## src/rtl/wb_pkg.sv

```systemverilog
// Shared types and widths for the register-file write-back slice.
// Register-file geometry comes from the width macros; defaults apply when no build defines them.
`ifndef REG_NUM
`define REG_NUM 32
`endif
`ifndef REG_WIDTH
`define REG_WIDTH 5
`endif
`ifndef DATA_WIDTH
`define DATA_WIDTH 32
`endif

package wb_pkg;

    localparam int REG_NUM          = `REG_NUM;
    localparam int REG_WIDTH        = `REG_WIDTH;
    localparam int DATA_WIDTH       = `DATA_WIDTH;
    localparam int WB_DEPTH_DEFAULT = 2;

    typedef enum logic {
        WB_ALU = 1'b0,
        WB_LSU = 1'b1
    } wb_src_e;

    typedef struct packed {
        logic [REG_WIDTH-1:0]  rd;
        logic [DATA_WIDTH-1:0] data;
    } wb_entry_t;

    function automatic logic [REG_NUM-1:0] rd_onehot(input logic [REG_WIDTH-1:0] rd);
        logic [REG_NUM-1:0] vec;
        vec     = '0;
        vec[rd] = 1'b1;
        return vec;
    endfunction

endpackage

```

## src/rtl/wb_fifo.sv

```systemverilog
// Per-channel result buffer: a small circular FIFO that also reports which
// destination registers its occupied slots target.
module wb_fifo
    import wb_pkg::*;
#(
    parameter int DEPTH = WB_DEPTH_DEFAULT
) (
    input  logic               clk,
    input  logic               rst,
    input  logic               push_valid,
    output logic               push_ready,
    input  wb_entry_t          push_entry,
    output logic               head_valid,
    output wb_entry_t          head_entry,
    input  logic               pop,
    output logic [REG_NUM-1:0] pending
);

    localparam int PTR_W = (DEPTH > 1) ? $clog2(DEPTH) : 1;
    localparam int CNT_W = $clog2(DEPTH + 1);

    wb_entry_t        mem_q [DEPTH];
    wb_entry_t        mem_d [DEPTH];
    logic [DEPTH-1:0] valid_q, valid_d;
    logic [PTR_W-1:0] wr_ptr_q, wr_ptr_d;
    logic [PTR_W-1:0] rd_ptr_q, rd_ptr_d;
    logic [CNT_W-1:0] count_q, count_d;
    logic             do_push, do_pop;

    function automatic logic [PTR_W-1:0] ptr_inc(input logic [PTR_W-1:0] p);
        return (p == PTR_W'(DEPTH - 1)) ? '0 : p + PTR_W'(1);
    endfunction

    // Ready looks only at the registered count, so a full buffer stays closed even while popping.
    assign push_ready = !rst && (count_q < CNT_W'(DEPTH));
    assign head_valid = (count_q != '0);
    assign head_entry = mem_q[rd_ptr_q];
    assign do_push    = push_valid && push_ready;
    assign do_pop     = pop && head_valid;

    always_comb begin
        mem_d    = mem_q;
        valid_d  = valid_q;
        wr_ptr_d = wr_ptr_q;
        rd_ptr_d = rd_ptr_q;
        if (do_pop) begin
            valid_d[rd_ptr_q] = 1'b0;
            rd_ptr_d          = ptr_inc(rd_ptr_q);
        end
        if (do_push) begin
            mem_d[wr_ptr_q]   = push_entry;
            valid_d[wr_ptr_q] = 1'b1;
            wr_ptr_d          = ptr_inc(wr_ptr_q);
        end
        count_d = count_q + CNT_W'(do_push) - CNT_W'(do_pop);
    end

    always_comb begin
        pending = '0;
        for (int i = 0; i < DEPTH; i++) begin
            if (valid_q[i]) begin
                pending = pending | rd_onehot(mem_q[i].rd);
            end
        end
    end

    always_ff @(posedge clk) begin
        if (rst) begin
            wr_ptr_q <= '0;
            rd_ptr_q <= '0;
            count_q  <= '0;
            valid_q  <= '0;
            for (int i = 0; i < DEPTH; i++) begin
                mem_q[i] <= '0;
            end
        end else begin
            wr_ptr_q <= wr_ptr_d;
            rd_ptr_q <= rd_ptr_d;
            count_q  <= count_d;
            valid_q  <= valid_d;
            mem_q    <= mem_d;
        end
    end

endmodule

```

## src/rtl/regfile_writeback.sv

```systemverilog
// Write-back unit: buffers ALU and LSU results, round-robins them onto the single
// register-file write port and publishes which destinations are still in flight.
module regfile_writeback
    import wb_pkg::*;
#(
    parameter int DEPTH = WB_DEPTH_DEFAULT
) (
    input  logic                  clk,
    input  logic                  rst,
    input  logic                  alu_valid,
    output logic                  alu_ready,
    input  logic [REG_WIDTH-1:0]  alu_rd,
    input  logic [DATA_WIDTH-1:0] alu_data,
    input  logic                  lsu_valid,
    output logic                  lsu_ready,
    input  logic [REG_WIDTH-1:0]  lsu_rd,
    input  logic [DATA_WIDTH-1:0] lsu_data,
    output logic                  rw_en,
    output logic [REG_WIDTH-1:0]  rw_addr,
    output logic [DATA_WIDTH-1:0] rw_data,
    output logic [REG_NUM-1:0]    pending
);

    wb_entry_t            alu_entry, lsu_entry;
    wb_entry_t            alu_head, lsu_head;
    logic                 alu_head_valid, lsu_head_valid;
    logic                 alu_pop, lsu_pop;
    logic [REG_NUM-1:0]   alu_pending, lsu_pending;

    wb_src_e              last_grant_q, last_grant_d;
    logic                 rw_en_q, rw_en_d;
    logic [REG_WIDTH-1:0] rw_addr_q, rw_addr_d;
    logic [DATA_WIDTH-1:0] rw_data_q, rw_data_d;

    assign alu_entry = '{rd: alu_rd, data: alu_data};
    assign lsu_entry = '{rd: lsu_rd, data: lsu_data};

    // Writes to r0 complete the handshake but are never stored.
    wb_fifo #(.DEPTH(DEPTH)) u_alu_fifo (
        .clk        (clk),
        .rst        (rst),
        .push_valid (alu_valid && (alu_rd != '0)),
        .push_ready (alu_ready),
        .push_entry (alu_entry),
        .head_valid (alu_head_valid),
        .head_entry (alu_head),
        .pop        (alu_pop),
        .pending    (alu_pending)
    );

    wb_fifo #(.DEPTH(DEPTH)) u_lsu_fifo (
        .clk        (clk),
        .rst        (rst),
        .push_valid (lsu_valid && (lsu_rd != '0)),
        .push_ready (lsu_ready),
        .push_entry (lsu_entry),
        .head_valid (lsu_head_valid),
        .head_entry (lsu_head),
        .pop        (lsu_pop),
        .pending    (lsu_pending)
    );

    // On a tie the channel that did not win last time is served.
    always_comb begin
        alu_pop      = 1'b0;
        lsu_pop      = 1'b0;
        last_grant_d = last_grant_q;
        rw_en_d      = 1'b0;
        rw_addr_d    = '0;
        rw_data_d    = '0;
        if (alu_head_valid && lsu_head_valid) begin
            if (last_grant_q == WB_ALU) begin
                lsu_pop = 1'b1;
            end else begin
                alu_pop = 1'b1;
            end
        end else begin
            alu_pop = alu_head_valid;
            lsu_pop = lsu_head_valid;
        end
        if (alu_pop) begin
            last_grant_d = WB_ALU;
            rw_en_d      = 1'b1;
            rw_addr_d    = alu_head.rd;
            rw_data_d    = alu_head.data;
        end else if (lsu_pop) begin
            last_grant_d = WB_LSU;
            rw_en_d      = 1'b1;
            rw_addr_d    = lsu_head.rd;
            rw_data_d    = lsu_head.data;
        end
    end

    always_comb begin
        pending    = alu_pending | lsu_pending | (rw_en_q ? rd_onehot(rw_addr_q) : '0);
        pending[0] = 1'b0;
    end

    always_ff @(posedge clk) begin
        if (rst) begin
            last_grant_q <= WB_ALU;
            rw_en_q      <= 1'b0;
            rw_addr_q    <= '0;
            rw_data_q    <= '0;
        end else begin
            last_grant_q <= last_grant_d;
            rw_en_q      <= rw_en_d;
            rw_addr_q    <= rw_addr_d;
            rw_data_q    <= rw_data_d;
        end
    end

    assign rw_en   = rw_en_q;
    assign rw_addr = rw_addr_q;
    assign rw_data = rw_data_q;

endmodule

```

## config.mk

```make
export PLATFORM = sky130hd
export DESIGN_NAME = regfile_writeback
export DESIGN_NICKNAME = d
export VERILOG_FILES = /design/src/rtl/wb_pkg.sv /design/src/rtl/wb_fifo.sv /design/src/rtl/regfile_writeback.sv
export SDC_FILE = /design/constraint.sdc
export NUM_CORES = 1
export LEC_CHECK = 0
export ABC_AREA = 1
export CAP_MARGIN = 20
export CORE_MARGIN = 3
export CORE_UTILIZATION = 55
export CTS_CLUSTER_DIAMETER = 150
export DETAILED_ROUTE_END_ITERATION = 8
export PLACE_DENSITY = 0.81
export SLEW_MARGIN = 20
export SYNTH_ARGS = -nofsm -noshare
export SYNTH_HDL_FRONTEND = slang
export SYNTH_HIERARCHICAL = 1
export SYNTH_SLANG_ARGS = --single-unit
```

## constraint.sdc

```tcl
create_clock -name clk -period 2.4 [get_ports clk]
set_input_delay 0.24 -clock clk [delete_from_list [all_inputs] [get_ports clk]]
set_output_delay 0.24 -clock clk [all_outputs]
set_load 0.1 [all_outputs]
```

Yosys cells after proc, flatten, opt, wreduce, memory -nomap -nowiden
Cells that the tools add are included.
{"block": "word_totals", "reg_bits": 199, "in_bits": 78}
{"block": "op_classes", "n_addsub": 8, "magnitude_cmp": 26, "mux": 53, "bitwise": 14, "reduce_logical": 26}
{"operator": "$mux W37", "n": 8}
{"operator": "$mux W32", "n": 7}
{"operator": "$bwmux W74", "n": 2}
{"operator": "$or A32 B32 Y32", "n": 4}
{"operator": "$demux W37 S1", "n": 2}
{"operator": "$lt A5 B6 Y1 const B", "n": 5}
{"operator": "$demux W1 S5", "n": 5}
{"operator": "$ge A5 B1 Y1 const B", "n": 5}
{"operator": "$logic_and A1 B1 Y1", "n": 20}
{"operator": "$mux W1", "n": 19}
{"operator": "$mux W5", "n": 2}
{"operator": "$reduce_bool A5 Y1", "n": 2}
{"operator": "$ge A2 B2 Y1 const B", "n": 4}
{"operator": "$lt A1 B2 Y1 const B", "n": 4}
{"operator": "$mux W2", "n": 4}
{"operator": "$not A1 Y2", "n": 4}
{"operator": "$add A1 B1 Y1 const B", "n": 4}
{"operator": "$add A2 B1 Y2", "n": 2}
{"operator": "$and A2 B2 Y2", "n": 2}
{"operator": "$demux W1 S1", "n": 4}
{"operator": "$ge A1 B1 Y1 const B", "n": 4}
{"operator": "$lt A2 B1 Y1 const B", "n": 2}
{"operator": "$lt A2 B2 Y1 const B", "n": 2}
{"operator": "$not A2 Y2", "n": 2}
{"operator": "other kinds (5)", "n": 8}

Depth between registers and ports, before layout
Gate-level depths: netlist of the first run.
{"block": "depth", "ltp_word": 9, "depth_mapped": 14, "depth_no_buf": 12}

Cells and area by module
The synthesis of the first run kept the hierarchy.
{"mod": "wb_fifo", "instances": 2, "cells_per_inst": 579, "area_each_um2": 3995.1, "seq_area_each_um2": 1601.5}
{"mod": "regfile_writeback", "instances": 1, "cells_per_inst": 304, "area_each_um2": 2244.7, "seq_area_each_um2": 780.7}

Worst setup path after synthesis of the first run
Ideal clock, no wire load.
{"block": "synth_timing", "path_kind": "reg2out", "from": "reg rw_addr_q[0], in the netlist rw_addr[0]", "to": "out pending[1]", "arrival_time_ps": 2235, "slack_ps": -75, "stages_incl_launch_ff": 5, "path_buffers": 0, "cell_sequence": "dfxtp_1 nand2_1 nor2_2 nand2_1 nand2_1"}
{"block": "synth_via", "elab_chain_len": 6}
{"item": "start, declared", "line_no": "regfile_writeback.sv:32", "text": "logic [REG_WIDTH-1:0] rw_addr_q, rw_addr_d;"}
{"item": "start signal, assigned", "line_no": "regfile_writeback.sv:108", "text": "rw_addr_q <= rw_addr_d;"}
{"item": "$lt A5 B6 Y1 (not written as such) or $ge A5 B1 Y1 (tied branches)", "line_no": "wb_pkg.sv:33", "text": "vec[rd] = 1'b1;"}
{"item": "$logic_and A1 B1 Y1 (not written as such)", "line_no": "wb_pkg.sv:33"}
{"item": "$mux W1 (not written as such)", "line_no": "wb_pkg.sv:33"}
{"item": "$demux W1 S5 (*)", "line_no": "wb_pkg.sv:33"}
{"item": "$mux W32 (*)", "line_no": "regfile_writeback.sv:95", "text": "pending = alu_pending | lsu_pending | (rw_en_q ? rd_onehot(rw_addr_q) : '0);"}
{"item": "$or A32 B32 Y32 (*)", "line_no": "regfile_writeback.sv:95"}
{"item": "end, declared", "line_no": "regfile_writeback.sv:21", "text": "output logic [REG_NUM-1:0] pending"}
Mark *: on every way between the ends. The rest lies on a longest branch, timed or not.

Worst setup path in the final report of the first run
{"block": "layout_timing", "from": "reg u_lsu_fifo/mem_q[72] (netlist name)", "to": "out pending[10]"}
{"block": "layout_via", "elab_chain_len": 9}
{"item": "start, declared", "line_no": "wb_fifo.sv:22", "text": "wb_entry_t mem_q [DEPTH];"}
{"item": "start signal, assigned", "line_no": "wb_fifo.sv:81", "text": "mem_q <= mem_d;"}
{"item": "$lt A5 B6 Y1 (not written as such) or $ge A5 B1 Y1 (tied branches)", "line_no": "wb_pkg.sv:33"}
{"item": "$logic_and A1 B1 Y1 (not written as such)", "line_no": "wb_pkg.sv:33"}
{"item": "$mux W1 (not written as such)", "line_no": "wb_pkg.sv:33"}
{"item": "$demux W1 S5 (*)"}
{"item": "$mux W32 (*)", "line_no": "wb_fifo.sv:61", "text": "if (valid_q[i]) begin"}
{"item": "$or A32 B32 Y32", "line_no": "wb_fifo.sv:62", "text": "pending = pending | rd_onehot(mem_q[i].rd);"}
{"item": "$mux W32 (*)", "line_no": "wb_fifo.sv:61"}
{"item": "named net lsu_pending[10]", "line_no": "regfile_writeback.sv:28", "text": "logic [REG_NUM-1:0] alu_pending, lsu_pending;"}
{"item": "$or A32 B32 Y32 (*) (2 in series)", "line_no": "regfile_writeback.sv:95"}
Mark *: on every way through the listed nets, which the timed path passes. The rest lies on a longest branch.

==> results of run 1 <==
power breakdown:
part / total, W / switching (W) / internal (W)
clock network: 0.00320 / 0.00129 / 0.00190
registers: 0.00389 / 0.000291 / 0.00360
logic: 0.00311 / 0.00224 / 0.000875
how the worst max path moves through the flow:
stage,cells past startpoint,to
after floorplan,4,pending[12]
after global placement,10,u_lsu_fifo/mem_q[47]
after detailed placement,10,u_lsu_fifo/mem_q[43]
after CTS,5,pending[31]
after global routing,7,pending[29]
final,7,pending[10]
timing repair:
item                       CTS  global route
gates resized for setup      2             4
setup endpoints to repair    2            25
setup buffers                0             0
layer usage:
| metal | share of wire | vias to the layer above | wire, um |
|---|---|---|---|
| met4 | 0.044 | 0 | 1370 |
| met3 | 0.064 | 71 | 1990 |
| met2 | 0.49 | 439 | 15400 |
| met5 | 0 | - | 0 |
| li1 | - | 4974 | - |
| met1 | 0.40 | 4684 | 12600 |
state kept, by name (all words and copies together), names as in the netlist, 2 cells and up:
signal              cells
rw_data                32
u_lsu_fifo/valid_q      2
u_alu_fifo/count_q      2
rw_addr                 5
u_lsu_fifo/count_q      2
u_alu_fifo/valid_q      2
u_alu_fifo/mem_q       74
u_lsu_fifo/mem_q       74
critical path, cell delays in order (launching register included):
cell and delay [ns]:
dfxtp_1 0.44, inv_1 0.14, nor3_1 0.37, nand2_1 0.09, o21ai_0 0.18, nor2_1 0.14
nand2_1 0.14, buf_12 0.18
metrics by stage:
step	utilization	setup WS, ns	TNS, ns
after floorplan	-	0.312	0
after global placement	0.660	0.406	0
after detailed placement	0.660	0.329	0
after CTS	0.696	0.00133	0
after global routing	0.697	-0.0987	-0.962
final	0.697	0.0456	0
area by class of cell:
type | instances | share of cell area
repair buffers | 192 | 0.167
inverters | 115 | 0.0342
clock inverters | 12 | 0.0168
flip-flops and latches | 199 | 0.317
multi-input cells | 1047 | 0.407
well taps | 229 | 0.0227
clock buffers | 20 | 0.0354
==> metrics.md, run 1 <==
| Metric | Value |
|---|---|
| Crit end category | output pin |
| F_max | 0.425 GHz |
| Hpwl dp | 22,000 um |
| Storage cell area | 0.00399 sq mm |
| GR Layer Usage met2 | 0.525 |
| Met1 global-route usage | 0.376 |
| Clk_skew | 0.0107 ns |
| VDD IR-drop max | 582 uV |
| Commonest non-fill, non-tap cell in the layout | nand2_1 |
| Die outline height | 142 um |
| Drt first pass iters | 8 |
| Synthesis Warnings | 6 |
| Max FO, Critical Path | 6 |
| CTS buffer count | 17 |
| Root Buffer | clkbuf_16 |
| Post-DR vias/cell | 5.61 |
| Rows | 49 |
| Synthesized cell area | 0.0102 sq mm |
| P_leak | 4.70 nW |
| Number of port buffers | 148 |
| GR Overflow Total | 0 |
| Crit Reg-Reg Startpoint | u_alu_fifo/count_q[1] |
| Share of cells above drive strength 1 | 0.179 |
| Hold-critical path depth | 2 |
| Status | finished clean |
| WP data arrival | 2.11 ns |
| DIE WIDTH | 142 um |
| Clock-pin slew on the worst setup and hold paths | 0.07 ns |
| M3 GR Usage | 0.0511 |
| Multi-input logic area | 0.00513 sq mm |
| Post-DP Area | 0.0119 sq mm |
| CTS tree | done |
| H-tree depth | 4 |
| Critical path launch point | u_lsu_fifo/mem_q[72] |
| Path category of the worst min-delay check | primary input to flop |
| First-pass GRT wire length | 49,700 um |
| DRT iter0 DRCs | 1,015 |
| Fill count | 1,454 |
| Final WL | 31,300 um |
| Tot Pwr | 0.0102 W |
| Area Overhead vs Synth | 23.4% |
| Vias in the first global route | 9,617 |
| Vias | 10,168 |
| Remaining DRCs | 0 |
| Wirelength per Cell | 17.3 um |
| Gr usage total | 0.306 |
| Clk_lat worst skew | 0.43 ns |
| Largest net degree at the start of global routing | 55 |
| Final cell count without fillers | 1,814 |
| Number of routed nets with antenna violations | 0 |
| Fin area | 0.0126 sq mm |
| Mapped Nets | 1,538 |
| Die Area | 0.0202 sq mm |
| GRT busiest layer | met2 |
| Clock Path Buffers | 2 |
| Hold worst-path end | u_alu_fifo/count_q[0] |
| Cell Count Post-Placement | 1,782 |
| Final hold viol count | 0 |
| Final RePlAce weighted congestion | 0.918 |
| CTS Hold Bufs | 0 |
| CORE AREA | 0.0181 sq mm |
| Max-cap violations | 0 |
| Antenna diodes | 0 |
| Worst r2r dst | u_alu_fifo/count_q[1] |
| Initial Util | 0.565 |
| Synthesized instance count | 1,458 |
| Number of placed I/O pins | 150 |
| Slew Limit Fails | 0 |
| Final setup viols | 0 |
| Hold_ws | 0.259 ns |
| Initial antenna violation count | 0 |
| CTS sink count | 199 |
| Average size of a mapped cell | 7.01 sq um |
| Period utilisation layout | 0.981 |
| Startpoint Class | flop |
| Crit path time final | 2.35 ns |
| Worst reg2reg path depth | 11 |
| Setup Crit Path Kind | flop to output pin |
| Commonest cells after routing, fill and taps aside | nand2_1, dfxtp_1, nor2_1 |
| Hold wc startpoint | rst |
| WP data required | 2.16 ns |
| Unrepaired setup endpoints after global routing | true |
| Power density over the cells | 809 mW/mm^2 |
| Worst reg2reg setup slack | 0.32 ns |
| Total Nets Final | 1,652 |
| Least-Margin Pin Slew | 0.652 ns |
| Slew headroom | 0.566 |
(Power assumes the default switching activity.)
==> run 2, diff against run 1 <==
--- a/config.mk
+++ b/config.mk
@@ -12,6 +12,7 @@
 export CTS_CLUSTER_DIAMETER = 150
 export DETAILED_ROUTE_END_ITERATION = 8
 export PLACE_DENSITY = 0.81
+export REMOVE_ABC_BUFFERS = 1
 export SLEW_MARGIN = 20
 export SYNTH_ARGS = -nofsm -noshare
 export SYNTH_HDL_FRONTEND = slang
==> run 2 against run 1 <==
The run now ends with setup timing left. Register-to-register slack about the same. Wire length down 0.89%. Global-route usage down 0.61 points. Count of clock-buffer cells in the layout unchanged. Via count up 0.24%. First-iteration DRC count down 2.7%. Largest cell class unchanged. Highest routed layer is now met5.
==> metrics.md, run 2 (same netlist as run 1, synthesis figures left out) <==
| Metric | Value |
|---|---|
| Antenna diodes | 0 (unchanged) |
| Die outline height | 142 um (unchanged) |
| Worst reg2reg setup slack | 0.31 ns (was 0.32 ns) |
| CTS tree | done (unchanged) |
| Clk_lat worst skew | 0.43 ns (about the same) |
| Startpoint Class | flop (unchanged) |
| Crit Reg-Reg Startpoint | u_lsu_fifo/count_q[1] (was u_alu_fifo/count_q[1]) |
| Vias in the first global route | 9,525 (was 9,617) |
| Final WL | 31,000 um (was 31,300 um) |
| Final cell count without fillers | 1,809 (was 1,814) |
| Max-cap violations | 0 (unchanged) |
| Sw power | 0.00384 W (was 0.00382 W) |
| Total Nets Final | 1,649 (was 1,652) |
| Share of cells above drive strength 1 | 0.175 (was 0.179) |
| Critical path launch point | u_alu_fifo/mem_q[73] (was u_lsu_fifo/mem_q[72]) |
| CORE AREA | 0.0181 sq mm (unchanged) |
| VDD IR-drop max | 547 uV (was 582 uV) |
| Drt first pass iters | 5 (was 8) |
| Internal Power | 0.00585 W (was 0.00638 W) |
| Area Overhead vs Synth | 22.1% (was 23.4%) |
| Setup ws final | -0.0106 ns (was 0.0456 ns) |
| Clk_skew | 0.00861 ns (was 0.0107 ns) |
| Root Buffer | clkbuf_16 (unchanged) |
| Period utilisation layout | 1.00 (was 0.981) |
| Post-DR vias/cell | 5.63 (was 5.61) |
| Unrepaired setup endpoints after global routing | true (unchanged) |
| Tot Pwr | 0.00969 W (was 0.0102 W) |
| Clock Path Buffers | 2 (unchanged) |
| Worst r2r dst | u_lsu_fifo/count_q[1] (was u_alu_fifo/count_q[1]) |
| Rows | 49 (unchanged) |
| Post-cts sizing count | 0 (was 2) |
| Slew Limit Fails | 0 (unchanged) |
| Wirelength per Cell | 17.2 um (was 17.3 um) |
| Final setup viols | 1 (was 0) |
| Clock-pin slew on the worst setup and hold paths | 0.07 ns (about the same) |
| Gr usage total | 0.300 (was 0.306) |
| WP data required | 2.16 ns (about the same) |
| CTS buffer count | 17 (unchanged) |
| Crit path time final | 2.41 ns (was 2.35 ns) |
| CTS sink count | 199 (unchanged) |
| Die Area | 0.0202 sq mm (unchanged) |
| CTS Hold Bufs | 0 (unchanged) |
| DRT iter0 DRCs | 988 (was 1,015) |
| Hpwl dp | 22,000 um (about the same) |
| H-tree depth | 4 (unchanged) |
| Initial antenna violation count | 1 (was 0) |
| DIE WIDTH | 142 um (unchanged) |
| Cell Count Post-Placement | 1,779 (was 1,782) |
| CP Capture Point | pending[29] (was pending[10]) |
| Number of port buffers | 148 (unchanged) |
| Gate power share | 0.328 (was 0.305) |
| Status | complete, but fails checks (was finished clean) |
| Sw Share | 0.396 (was 0.375) |
| Max FO, Critical Path | 6 (unchanged) |
| Fill count | 1,482 (was 1,454) |
| Path category of the worst min-delay check | primary input to flop (unchanged) |
| WP data arrival | 2.17 ns (was 2.11 ns) |
| Commonest non-fill, non-tap cell in the layout | nand2_1 (unchanged) |
| Final RePlAce weighted congestion | 0.933 (was 0.918) |
| F_max | 0.415 GHz (was 0.425 GHz) |
| P_leak | 4.64 nW (was 4.70 nW) |
| GR Overflow Total | 0 (unchanged) |
| Slew headroom | 0.530 (was 0.566) |
| Setup Crit Path Kind | flop to output pin (unchanged) |
| Largest net degree at the start of global routing | 47 (was 55) |
| Post-CTS Setup Inserts | 0 (unchanged) |
| Least-Margin Pin Slew | 0.705 ns (was 0.652 ns) |
| Clk pwr share | 0.271 (was 0.313) |
| Final hold viol count | 0 (unchanged) |
| Worst reg2reg path depth | 12 (was 11) |
| Crit end category | output pin (unchanged) |
| Initial Util | 0.565 (unchanged) |
| Sequential Power Share | 0.401 (was 0.382) |
| Power density over the cells | 776 mW/mm^2 (was 809 mW/mm^2) |
| Commonest cells after routing, fill and taps aside | nand2_1, dfxtp_1, nor2_1 (unchanged) |
| Number of placed I/O pins | 150 (unchanged) |
| Vias | 10,192 (was 10,168) |
| First-pass GRT wire length | 48,500 um (was 49,700 um) |
| Hold_ws | 0.223 ns (was 0.259 ns) |
| Remaining DRCs | 0 (unchanged) |
| Failing checks | setup timing |
| Number of routed nets with antenna violations | 0 (unchanged) |
## run 2: how the worst min path moves through the flow
stage	startpoint	cells past startpoint	to	slack (ns)
6_report	rst	2	rw_addr[3]	0.22
3_5_place_dp	u_lsu_fifo/mem_q[54]	2	u_lsu_fifo/mem_q[54]	0.45
2_1_floorplan	rst	1	rw_addr[0]	0.30
3_3_place_gp	u_lsu_fifo/mem_q[67]	2	u_lsu_fifo/mem_q[67]	0.45
4_1_cts	rst	2	rw_addr[3]	0.20
5_1_grt	rst	2	rw_addr[3]	0.23
## run 2: layout make-up
| type | instances | area (sq um) | area share |
|---|---|---|---|
| clock buffer | 20 | 457 | 0.0366 |
| clock inverter | 10 | 73.8 | 0.00592 |
| inverter | 115 | 432 | 0.0346 |
| multi-input combinational | 1047 | 5140 | 0.412 |
| sequential | 199 | 3990 | 0.320 |
| tap | 229 | 287 | 0.0230 |
| timing repair buffer | 189 | 2100 | 0.168 |
## run 2: through the flow
| step | utilization | TNS, ns | setup WS, ns | area (sq um) |
|---|---|---|---|---|
| after detailed placement | 0.659 | 0 | 0.349 | 11900 |
| after global routing | 0.690 | -0.888 | -0.130 | 12500 |
| final | 0.690 | -0.0106 | -0.0106 | 12500 |
| after CTS | 0.688 | 0 | 0.0485 | 12400 |
| after global placement | 0.659 | 0 | 0.377 | 11900 |
| after floorplan | - | -13.27 | -0.902 | 9530 |
## run 2: metal layers
metal / vias up / global-route usage / part of all wire
li1: 4971 / - / -
met4: 2 / 0.128 / 0.042
met3: 85 / 0.0491 / 0.077
met1: 4649 / 0.385 / 0.41
met2: 485 / 0.501 / 0.47
met5: - / 0 / 0.00042
## run 2: critical path, stage by stage, from the launching register on
cell and delay (ns):
dfxtp_1 0.48, inv_1 0.15, nor3_1 0.45, nand2_1 0.09
o21ai_0 0.13, nor2_1 0.12, nand2_1 0.14, buf_12 0.18
## run 2: power by group through the flow
stage / Combinational [W] / Sequential, W / Clock, W
after floorplan: 0.00148 / 0.00436 / 0
after global placement: 0.00305 / 0.00393 / 0
after detailed placement: 0.00310 / 0.00394 / 0
after CTS: 0.00313 / 0.00387 / 0.00265
after global routing: 0.00338 / 0.00392 / 0.00279
final: 0.00317 / 0.00388 / 0.00263
